[config.mk]
export PLATFORM = sky130hd
export DESIGN_NAME = pipe_hold_ctrl
export DESIGN_NICKNAME = d
export VERILOG_FILES = /design/src/rtl/pipe_hold_ctrl.sv
export SDC_FILE = /design/constraint.sdc
export NUM_CORES = 1
export LEC_CHECK = 0
export BUFFER_PORTS_ARGS = -buffer_cell sky130_fd_sc_hd__buf_2
export CORE_MARGIN = 10
export CORE_UTILIZATION = 52
export DETAILED_ROUTE_END_ITERATION = 7
export MAX_ROUTING_LAYER = met4
export PLACE_DENSITY = 0.8
export SLEW_MARGIN = 20
export SYNTH_ARGS = -nofsm -noshare
export SYNTH_HDL_FRONTEND = slang
export SYNTH_SLANG_ARGS = --single-unit
[constraint.sdc]
create_clock -name clk -period 2.8 [get_ports clk]
set_clock_uncertainty 0.1 [all_clocks]
set_input_delay 0.14 -clock clk [delete_from_list [all_inputs] [get_ports clk]]
set_output_delay 0.14 -clock clk [all_outputs]
set_load 0.1 [all_outputs]
[src/rtl/pipe_hold_ctrl.sv]
// Pipeline hold/flush controller for the core front end.
// Merges bus, decode and execute stall/redirect requests into per-stage
// hold codes for PC, if_id and id_ex. It defers redirects that arrive
// while the data bus stalls, stretches if_id flushes over the fetch
// latency, and raises a sticky error when a bus wait runs too long.
// Hold code encoding: 2'b00 = none, 2'b01 = wait (freeze), 2'b10 = flush.
module pipe_hold_ctrl #(
   parameter int unsigned FLUSH_CYC = 1,
   parameter int unsigned TIMEOUT   = 255,
   parameter int unsigned ADDR_W    = 32
) (
   input  logic              clk,
   input  logic              rst_n,
   input  logic              jump_req_i,
   input  logic [ADDR_W-1:0] jump_addr_i,
   input  logic              ex_stall_i,
   input  logic              load_use_i,
   input  logic              ibus_wait_i,
   input  logic              dbus_wait_i,
   input  logic              err_clr_i,
   output logic [1:0]        hold_pc_o,
   output logic [1:0]        hold_ifid_o,
   output logic [1:0]        hold_idex_o,
   output logic              jump_en_o,
   output logic [ADDR_W-1:0] jump_addr_o,
   output logic              timeout_err_o
);

   localparam logic [1:0] HOLD_NONE  = 2'b00;
   localparam logic [1:0] HOLD_WAIT  = 2'b01;
   localparam logic [1:0] HOLD_FLUSH = 2'b10;

   localparam int unsigned    CNT_W      = $clog2(FLUSH_CYC + 1);
   localparam logic [CNT_W-1:0] CNT_RELOAD = CNT_W'(FLUSH_CYC - 1);
   localparam logic [CNT_W-1:0] CNT_ZERO   = {CNT_W{1'b0}};
   localparam logic [16:0]    TO_LIMIT   = 17'(TIMEOUT);

   typedef enum logic {
      ST_IDLE  = 1'b0,
      ST_FLUSH = 1'b1
   } state_t;

   state_t              state_r, state_s;
   logic [CNT_W-1:0]    cnt_r, cnt_s;
   logic                pend_r, pend_s;
   logic [ADDR_W-1:0]   pend_addr_r, pend_addr_s;
   logic [15:0]         to_cnt_r, to_cnt_s;
   logic                err_r, err_s;
   logic                bus_wait_s;
   logic                to_hit_s;

   // Priority arbitration of stall/redirect sources into hold codes and next control state.
   always_comb begin
      hold_pc_o   = HOLD_NONE;
      hold_ifid_o = HOLD_NONE;
      hold_idex_o = HOLD_NONE;
      jump_en_o   = 1'b0;
      jump_addr_o = jump_addr_i;
      state_s     = state_r;
      cnt_s       = cnt_r;
      pend_s      = pend_r;
      pend_addr_s = pend_addr_r;
      if (dbus_wait_i) begin
         // Whole front end freezes; a redirect is parked until the bus frees up.
         hold_pc_o   = HOLD_WAIT;
         hold_ifid_o = HOLD_WAIT;
         hold_idex_o = HOLD_WAIT;
         if (jump_req_i) begin
            pend_s      = 1'b1;
            pend_addr_s = jump_addr_i;
         end else begin
            pend_s      = pend_r;
         end
      end else if (jump_req_i || pend_r) begin
         jump_en_o   = 1'b1;
         jump_addr_o = jump_req_i ? jump_addr_i : pend_addr_r;
         hold_ifid_o = HOLD_FLUSH;
         hold_idex_o = HOLD_FLUSH;
         pend_s      = 1'b0;
         if (FLUSH_CYC > 1) begin
            state_s = ST_FLUSH;
            cnt_s   = CNT_RELOAD;
         end else begin
            state_s = ST_IDLE;
            cnt_s   = CNT_ZERO;
         end
      end else if (state_r == ST_FLUSH) begin
         // Keep discarding fetches still in flight from the old path.
         hold_ifid_o = HOLD_FLUSH;
         cnt_s       = cnt_r - CNT_W'(1);
         if (cnt_s == CNT_ZERO) begin
            state_s = ST_IDLE;
         end else begin
            state_s = ST_FLUSH;
         end
      end else if (ex_stall_i) begin
         hold_pc_o   = HOLD_WAIT;
         hold_ifid_o = HOLD_WAIT;
         hold_idex_o = HOLD_WAIT;
      end else if (load_use_i) begin
         hold_pc_o   = HOLD_WAIT;
         hold_ifid_o = HOLD_WAIT;
         hold_idex_o = HOLD_FLUSH;
      end else if (ibus_wait_i) begin
         hold_pc_o   = HOLD_WAIT;
         hold_ifid_o = HOLD_FLUSH;
      end else begin
         hold_pc_o   = HOLD_NONE;
      end
   end

   // Bus-wait run length (saturating) and sticky timeout flag, set beating clear.
   always_comb begin
      bus_wait_s = ibus_wait_i | dbus_wait_i;
      to_hit_s   = bus_wait_s && (({1'b0, to_cnt_r} + 17'd1) == TO_LIMIT);
      if (!bus_wait_s) begin
         to_cnt_s = 16'd0;
      end else if (to_cnt_r == 16'hFFFF) begin
         to_cnt_s = to_cnt_r;
      end else begin
         to_cnt_s = to_cnt_r + 16'd1;
      end
      if (to_hit_s) begin
         err_s = 1'b1;
      end else if (err_clr_i) begin
         err_s = 1'b0;
      end else begin
         err_s = err_r;
      end
   end

   // State, counters, pending redirect and error flag registers.
   always_ff @(posedge clk or negedge rst_n) begin
      if (!rst_n) begin
         state_r     <= ST_IDLE;
         cnt_r       <= CNT_ZERO;
         pend_r      <= 1'b0;
         pend_addr_r <= {ADDR_W{1'b0}};
         to_cnt_r    <= 16'd0;
         err_r       <= 1'b0;
      end else begin
         state_r     <= state_s;
         cnt_r       <= cnt_s;
         pend_r      <= pend_s;
         pend_addr_r <= pend_addr_s;
         to_cnt_r    <= to_cnt_s;
         err_r       <= err_s;
      end
   end

   assign timeout_err_o = err_r;

endmodule

# Word-level counts from Yosys, hierarchy flattened
# Index checks and enable logic that the tools add are counted.
# totals
reg_bits	52
latch_bits	0
ramBits	0
mem_bits_ro	0
elab_cells	56
mem_count	0
# classes
n_addsub	3
multipliers	0
n_div	0
n_lt_le_gt_ge	0
n_eq_ne	4
n_shift	0
n_mux	34
bitwise	2
reduce_logical	7
# op_table
op	count
32-bit 2-to-1 mux	3
16-bit 2-to-1 mux	2
2-bit 2-to-1 mux	11
1-bit 2-to-1 mux	18
16-bit by 1-bit adder with 17-bit output (second input constant)	1
17-bit by 8-bit equality test with 1-bit output (second input constant)	1
16-bit by 1-bit adder with 16-bit output (second input constant)	1
16-bit equality test (second input constant)	1
2-bit nonzero test	3
2-bit != test (second input constant)	2
2-bit AND reduction	2
1-bit logical AND	1
1-bit logical OR	1
1-bit NOT	1
1-bit bitwise OR	1
1-bit subtractor (second input constant)	1

# Logic depth before layout (Yosys ltp)
# Gate-level depths: netlist of the first run.
# logic_depth
ltp_word	6
mapped_depth	7

# Least setup slack after synthesis of the first run
# Ideal clock, no wire load.
# synth_path
path_type	register -> output
from	register state_r
to	output hold_idex_o[1]
arrival_time_ps	2334
slack_ps	226
stages_incl_launch_ff	3
n_path_buf	0
cell_sequence	dfrtp_1 or3b_2 a21oi_1
# synth_between
elab_chain_len	3
# synth_lines
item	line	source
from (decl)	43	state_t state_r, state_s;
from (signal assigned)	142	state_r <= state_s;
2-bit 2-to-1 mux	87	end else if (state_r == ST_FLUSH) begin
2-bit 2-to-1 mux	74	end else if (jump_req_i || pend_r) begin
2-bit 2-to-1 mux	63	if (dbus_wait_i) begin
to (decl)	23	output logic [1:0] hold_idex_o,
# No other way between the ends.

# Worst setup path after layout of the first run
# layout_path
from	register pend_r
to	output jump_addr_o[3]
# layout_between
elab_chain_len	3
# layout_lines
item	line	source
from (decl)	45	logic pend_r, pend_s;
from (signal assigned)	144	pend_r <= pend_s;
1-bit logical OR	74	
32-bit 2-to-1 mux	74	
32-bit 2-to-1 mux	63	
to (decl)	25	output logic [ADDR_W-1:0] jump_addr_o,
# No other way between the ends.

==> flow_metrics.env, run 1 <==
export IMPL_layout_drive_gt1_share_pct=47.71
export IMPL_path_max_fanout=31
export IMPL_slowest_stage="buf_4"
export IMPL_yosysSeqAreaShare_pct=45.94
export IMPL_path_cells="nor2_1 > nor3_2 > buf_4 > mux2_2 > buf_2"
export IMPL_cts_sinks=52
export IMPL_max_freq_mhz=432.6
export IMPL_clk_path_buf_depth=2
export IMPL_io_buffers=78
export IMPL_dp_hpwl_mm=4.909
export IMPL_avgSynthCellArea_sq_um=11.80
export IMPL_synth_net_count=282
export IMPL_cp_arrival_ps=2070
export IMPL_routed_via_density=5.421
export IMPL_num_rows=26
export IMPL_rr_worst_depth=5
export IMPL_grt_usage_pct=18.03
export IMPL_cp_end_kind="output port"
export IMPL_startpoint_type="flop"
export IMPL_hold_viol=0
export IMPL_p_leak_uw=0.001686
export IMPL_path_clk_slew_ps=100
export IMPL_first_iter_violations=146
export IMPL_fin_ws_ps=488.5
export IMPL_grt_pass1_vias=2446
export IMPL_overflow=0
export IMPL_finalWeightedCongestion=0.8242
export IMPL_yosysWarnings=0
export IMPL_die_height_um=93.81
export IMPL_root_buffer="clkbuf_8"
export IMPL_tns_ps=0
export IMPL_synth_cell_type_count=48
export IMPL_finalSetupViolCount=0
export IMPL_drc=0
export IMPL_status="finished clean"
export IMPL_path_delay_family="buffers and inverters"
export IMPL_firstDrtPassIters=4
export IMPL_core_sq_um=5205
export IMPL_powerDensity_nw_per_um2=578.4
export IMPL_syn_to_final_growth_pct=30.70
export IMPL_worstSetupPathDepth=5
export IMPL_grt_max_degree=41
export IMPL_clk_latency_ps=300
export IMPL_maxCapViolCount=0
export IMPL_synthesis_area_sq_um=2833
export IMPL_start_util_pct=54.42
export IMPL_cp_required_ps=2560
export IMPL_finalWirelength_mm=7.480
export IMPL_rsz0062_at_grt="false"
export IMPL_critPathBufInv=2
export IMPL_dieArea_sq_um=8799
export IMPL_post_route_period_util_pct=82.55
export IMPL_tightest_slew_ps=510.0
export IMPL_antenna_found_initial=0
export IMPL_synth_edf_count=0
export IMPL_period_needed_ps=2312
export IMPL_critPathMaxStageDelay_ps=410
export IMPL_irDropWorstVdd_mv=0.3539
export IMPL_slew_violations=0
export IMPL_h_tree_depth=2
export IMPL_via_count=2277
export IMPL_antenna_cells=0
export IMPL_pin_count=80
export IMPL_cts_tree="built"
export IMPL_min_path_cells=3
export IMPL_grt_pass1_wl_mm=12.31
export IMPL_die_x_um=93.81
export IMPL_synth_ff_type="dfrtp_1"
export IMPL_fill_cells=364
export IMPL_finalNetCount=391
export IMPL_antenna_left=0
export IMPL_pre_cts_ws_ps=567.7
export IMPL_async_flop_share_pct=100.0
export IMPL_crit_type="flop to output port"
export IMPL_relSlewSlack_pct=66.00
export IMPL_cts_buffers=5
export IMPL_ys_seq_elements=52
export IMPL_hold_class="input pin to flop"
export IMPL_wl_per_cell_um=17.81
export IMPL_syn_inst=240
==> power by group <==
group	internal (uW)	leakage, uW	switching (uW)
Clock	203	0.0000516	254
Sequential	840	0.000649	84.5
Combinational	227	0.000986	533
==> final timing paths <==
check / from / end / slack [ps]
hold / removal: err_clr_i / timeout_err_o / 40
setup / recovery: pend_r / jump_addr_o[3] / 490
max in group asynchronous: rst_n / pend_addr_r[22] / 1640
min in group asynchronous: rst_n / pend_addr_r[18] / 150
hold reg to reg: pend_addr_r[11] / pend_addr_r[11] / 410
setup reg to reg: to_cnt_r[0] / to_cnt_r[1] / 540
==> cell usage after synthesis (all sizes together) (2+ instances only) <==
cell	n	area, sq um
nand4	5	67.56
nor2b	3	18.77
clkbuf	2	7.510
and2	2	12.51
dfrtp	52	1301
ha	2	25.02
or3	2	17.52
mux2	64	720.7
xor2	3	26.28
buf	11	62.56
inv	3	11.26
o21ai	5	25.02
nor3	10	61.31
nor2	14	52.55
a31oi	2	12.51
a21oi	14	70.07
nand2	9	36.29
xnor2	9	78.83
nand3	5	30.03
nand3b	2	15.01
and3	2	12.51
a31o	3	26.28
==> per-stage QoR <==
step,hold slack (ps),instance area [sq um],std cells,util [%],total power (uW)
global placement,-63.61,3276,379,62.93,1636
global route,37.85,3702,420,71.13,2239
CTS,37.74,3702,420,71.13,2148
detailed placement,-62.01,3276,379,62.93,1655
floorplan,-255.6,2833,240,-,1525
finish,40.08,3702,420,71.13,2142
==> cell usage in the layout, fill, tap and decap left out, drive strengths merged, types with 3 or more instances in the layout <==
cell type | Yosys | layout
xnor2 | 9 | 9
clkbuf | 2 | 6
nand2 | 9 | 9
nor2 | 14 | 14
dlygate4sd3 | 0 | 33
nand3 | 5 | 5
mux2 | 64 | 64
nor3 | 10 | 10
inv | 3 | 4
a21oi | 14 | 14
dfrtp | 52 | 52
a31o | 3 | 3
o21ai | 5 | 5
xor2 | 3 | 3
nor2b | 3 | 3
nand4 | 5 | 5
buf | 11 | 82
==> timing repair <==
action / 4_1_cts / 5_1_grt
hold buffers: 33 / 0
endpoints found under the hold margin: 44 / 0
buffers inserted: 0 / 0
gates resized for setup: 0 / 0
==> cell families after synthesis <==
logic type,count (synthesis),share of synthesized area (%)
AO/OA/AOI/OAI,32,7.288
XOR/XNOR,12,3.711
adder cells (fa/ha/maj),2,0.8833
buffers and inverters,16,2.871
flip-flops,52,45.94
multiplexers,65,25.80
other,1,0.1324
AND/OR/NAND/NOR,60,13.38
==> routing by layer <==
metal  up-vias  share of wire [%]  GRT usage, %
li1       1085                  -             -
met1      1117                 42         20.83
met3        16                3.7         4.317
met4         0                2.7         6.203
met2        59                 51         29.95
met5         -                  0             -
==> state kept, by name, indices dropped and copies added, names as in the netlist <==
signal and cells:
state_r 1, pend_r 1, to_cnt_r 16, pend_addr_r 32, cnt_r 1, timeout_err_o 1
==> tightest hold or removal path, cell delays in order <==
cell and delay [ps]:
buf_2 70, nor2b_1 30, a31o_1 170
==> layout make-up <==
class	count	area [sq um]	area share, %
Multi-Input combinational cell	172	1455	39.30
Clock buffer	6	82.58	2.230
Clock inverter	2	13.76	0.3717
Timing Repair Buffer	115	750.7	20.28
Sequential cell	52	1301	35.15
Tap cell	70	87.58	2.366
Inverter	3	11.26	0.3042
Power figures use the tool's default switching activity.
==> inputs of run 2 (changes only) <==
Settings changed: CORE_UTILIZATION 52 to 47, PLACE_DENSITY 0.8 to 0.76.
Clock period 2.8 ns to 1.9 ns, I/O delays scaled along.
==> run 2 against run 1 <==
Net effect: the run now ends with hold timing, setup timing left; sequential power up 48%; routed wire length up 17%; combinational power up 91%; total power up 68%; register-to-register slack worse by 510 ps; largest cell class unchanged; largest power group is now combinational cells.
==> flow_metrics.env, run 2 (synthesis gave the netlist of run 1 again) <==
export IMPL_status="finished, violations left"
export IMPL_violations="hold timing, setup timing"
export IMPL_core_sq_um=5886
export IMPL_period_needed_ps=1995
export IMPL_powerDensity_nw_per_um2=821.1
export IMPL_via_count=2404
export IMPL_cp_common_cell="buf_6"
export IMPL_cp_required_ps=1700
export IMPL_tns_ps=-1804
export IMPL_root_buffer="clkbuf_8"
export IMPL_path_clk_slew_ps=90
export IMPL_grt_max_degree=53
export IMPL_finalNetCount=408
export IMPL_min_path_cells=3
export IMPL_syn_to_final_growth_pct=55.04
export IMPL_max_freq_mhz=501.3
export IMPL_cts_buffers=5
export IMPL_first_iter_violations=114
export IMPL_layout_commonest_cell="mux2_2"
export IMPL_fin_area_sq_um=4392
export IMPL_p_leak_uw=0.001975
export IMPL_hold_class="input pin to flop"
export IMPL_tightest_slew_ps=518.3
export IMPL_layout_drive_gt1_share_pct=52.32
export IMPL_finalWeightedCongestion=0.8825
export IMPL_antenna_cells=0
export IMPL_dp_hpwl_mm=5.015
export IMPL_finalSetupViolCount=28
export IMPL_fin_util_pct=74.62
export IMPL_grt_pass1_wl_mm=12.77
export IMPL_rsz0062_at_grt="true"
export IMPL_critPathMaxStageDelay_ps=380
export IMPL_fin_ws_ps=-94.70
export IMPL_rr_worst_depth=7
export IMPL_grt_usage_pct=16.51
export IMPL_drc=0
export IMPL_rrSetupSlack_ps=30
export IMPL_cp_end_kind="output port"
export IMPL_clk_latency_ps=320
export IMPL_overflow=0
export IMPL_num_rows=28
export IMPL_placed_cell_area_sq_um=3547
export IMPL_top_regs="pend_addr_r: 32 flops, to_cnt_r: 16 flops"
export IMPL_total_power_uw=3606
export IMPL_h_tree_depth=2
export IMPL_die_height_um=97.64
export IMPL_pin_count=80
export IMPL_post_route_period_util_pct=105.0
export IMPL_antenna_left=0
export IMPL_wl_per_cell_um=19.75
export IMPL_slowest_stage="dfrtp_1"
export IMPL_irDropWorstVdd_mv=0.5064
export IMPL_path_cells="nor2_2 > nor3_4 > buf_6 > buf_16 > mux2_2 > buf_6"
export IMPL_final_cell_mix="mux2_2 (52), dfrtp_1 (49), buf_2 (41), dlygate4sd3_1 (33), buf_12 (20)"
export IMPL_startpoint_type="flop"
export IMPL_clk_path_buf_depth=2
export IMPL_r2r_end="timeout_err_o"
export IMPL_finalWirelength_mm=8.730
export IMPL_path_max_fanout=12
export IMPL_antenna_found_initial=0
export IMPL_firstDrtPassIters=4
export IMPL_dieArea_sq_um=9533
export IMPL_grt_pass1_vias=2426
export IMPL_cts_sinks=52
export IMPL_cp_arrival_ps=1800
export IMPL_worstReg2RegStart="to_cnt_r[1]"
export IMPL_relSlewSlack_pct=65.68
export IMPL_largest_register_ffs=32
export IMPL_start_util_pct=48.13
export IMPL_holdWs_ps=-1.739
export IMPL_cts_tree="built"
export IMPL_holdPathEnd="timeout_err_o"
export IMPL_maxCapViolCount=0
export IMPL_slew_violations=0
export IMPL_top_register="pend_addr_r"
export IMPL_crit_type="flop to output port"
export IMPL_hold_path_startpoint="err_clr_i"
export IMPL_die_x_um=97.64
export IMPL_routed_via_density=5.439
export IMPL_io_buffers=78
export IMPL_hold_viol=1
## run 2: cell count changes in the layout (fill, tap and decap cells not counted), moves of 3 or more
cell     previous run  this run
buf_12              0        20
buf_2              78        41
buf_8               0         3
mux2_2             64        52
buf_4               4        15
mux2_4              0        12
dfrtp_2             0         3
dfrtp_1            52        49
buf_6               0        17
## run 2: worst max path at each step
stage | to | start | slack [ps]
global placement | to_cnt_r[7] | to_cnt_r[1] | 60
global route | jump_addr_o[18] | pend_r | -160
detailed placement | to_cnt_r[7] | to_cnt_r[1] | -60
floorplan | hold_idex_o[0] | state_r | -260
CTS | jump_addr_o[20] | pend_r | 0.4
finish | jump_addr_o[18] | pend_r | -90
## run 2: stage by stage
stage / instances / setup slack (ps)
after floorplan: 240 / -264.7
after global placement: 393 / 56.56
after detailed placement: 393 / -55.37
after CTS: 440 / 0.4236
after global routing: 442 / -159.9
final: 442 / -94.70
## run 2: area by class of cell
| class | count | area [sq um] |
|---|---|---|
| Timing Repair Buffer | 132 | 1325 |
| Clock buffer | 6 | 72.57 |
| Fill cell | 340 | 1494 |
| Multi-Input combinational cell | 172 | 1545 |
| Sequential cell | 52 | 1305 |
| Tap cell | 75 | 93.84 |
| Inverter | 3 | 11.26 |
| Clock inverter | 2 | 38.79 |
## run 2: metal layers
| layer | track usage (%) | vias up | wire length [um] |
|---|---|---|---|
| met3 | 3.912 | 14 | 417 |
| met4 | 4.251 | 0 | 227 |
| li1 | - | 1118 | - |
| met1 | 17.99 | 1203 | 3436 |
| met5 | - | - | 0 |
| met2 | 29.38 | 69 | 4648 |
## run 2: where the power goes
part	total, uW	internal (uW)	leakage, uW	switching (uW)
Combinational	1450	570	0.00127	878
Clock	787	399	0.0000558	388
Sequential	1370	1240	0.000645	128
## run 2: critical path: cells and delay by family (launching register included)
family | cells | cell delay [ps]
simple gates | 2 | 240
mux | 1 | 360
buf+inv | 3 | 500
flops | 1 | 380
## run 2: timing repair
| item | in CTS | in global routing |
|---|---|---|
| cloned | 1 | 0 |
| hold buffers | 33 | 0 |
| endpoints found under the setup margin | 39 | 44 |
| gates resized for setup | 58 | 38 |
| setup buffers | 5 | 3 |
| hold endpoints to repair | 84 | 0 |
| pin swaps | 1 | 2 |
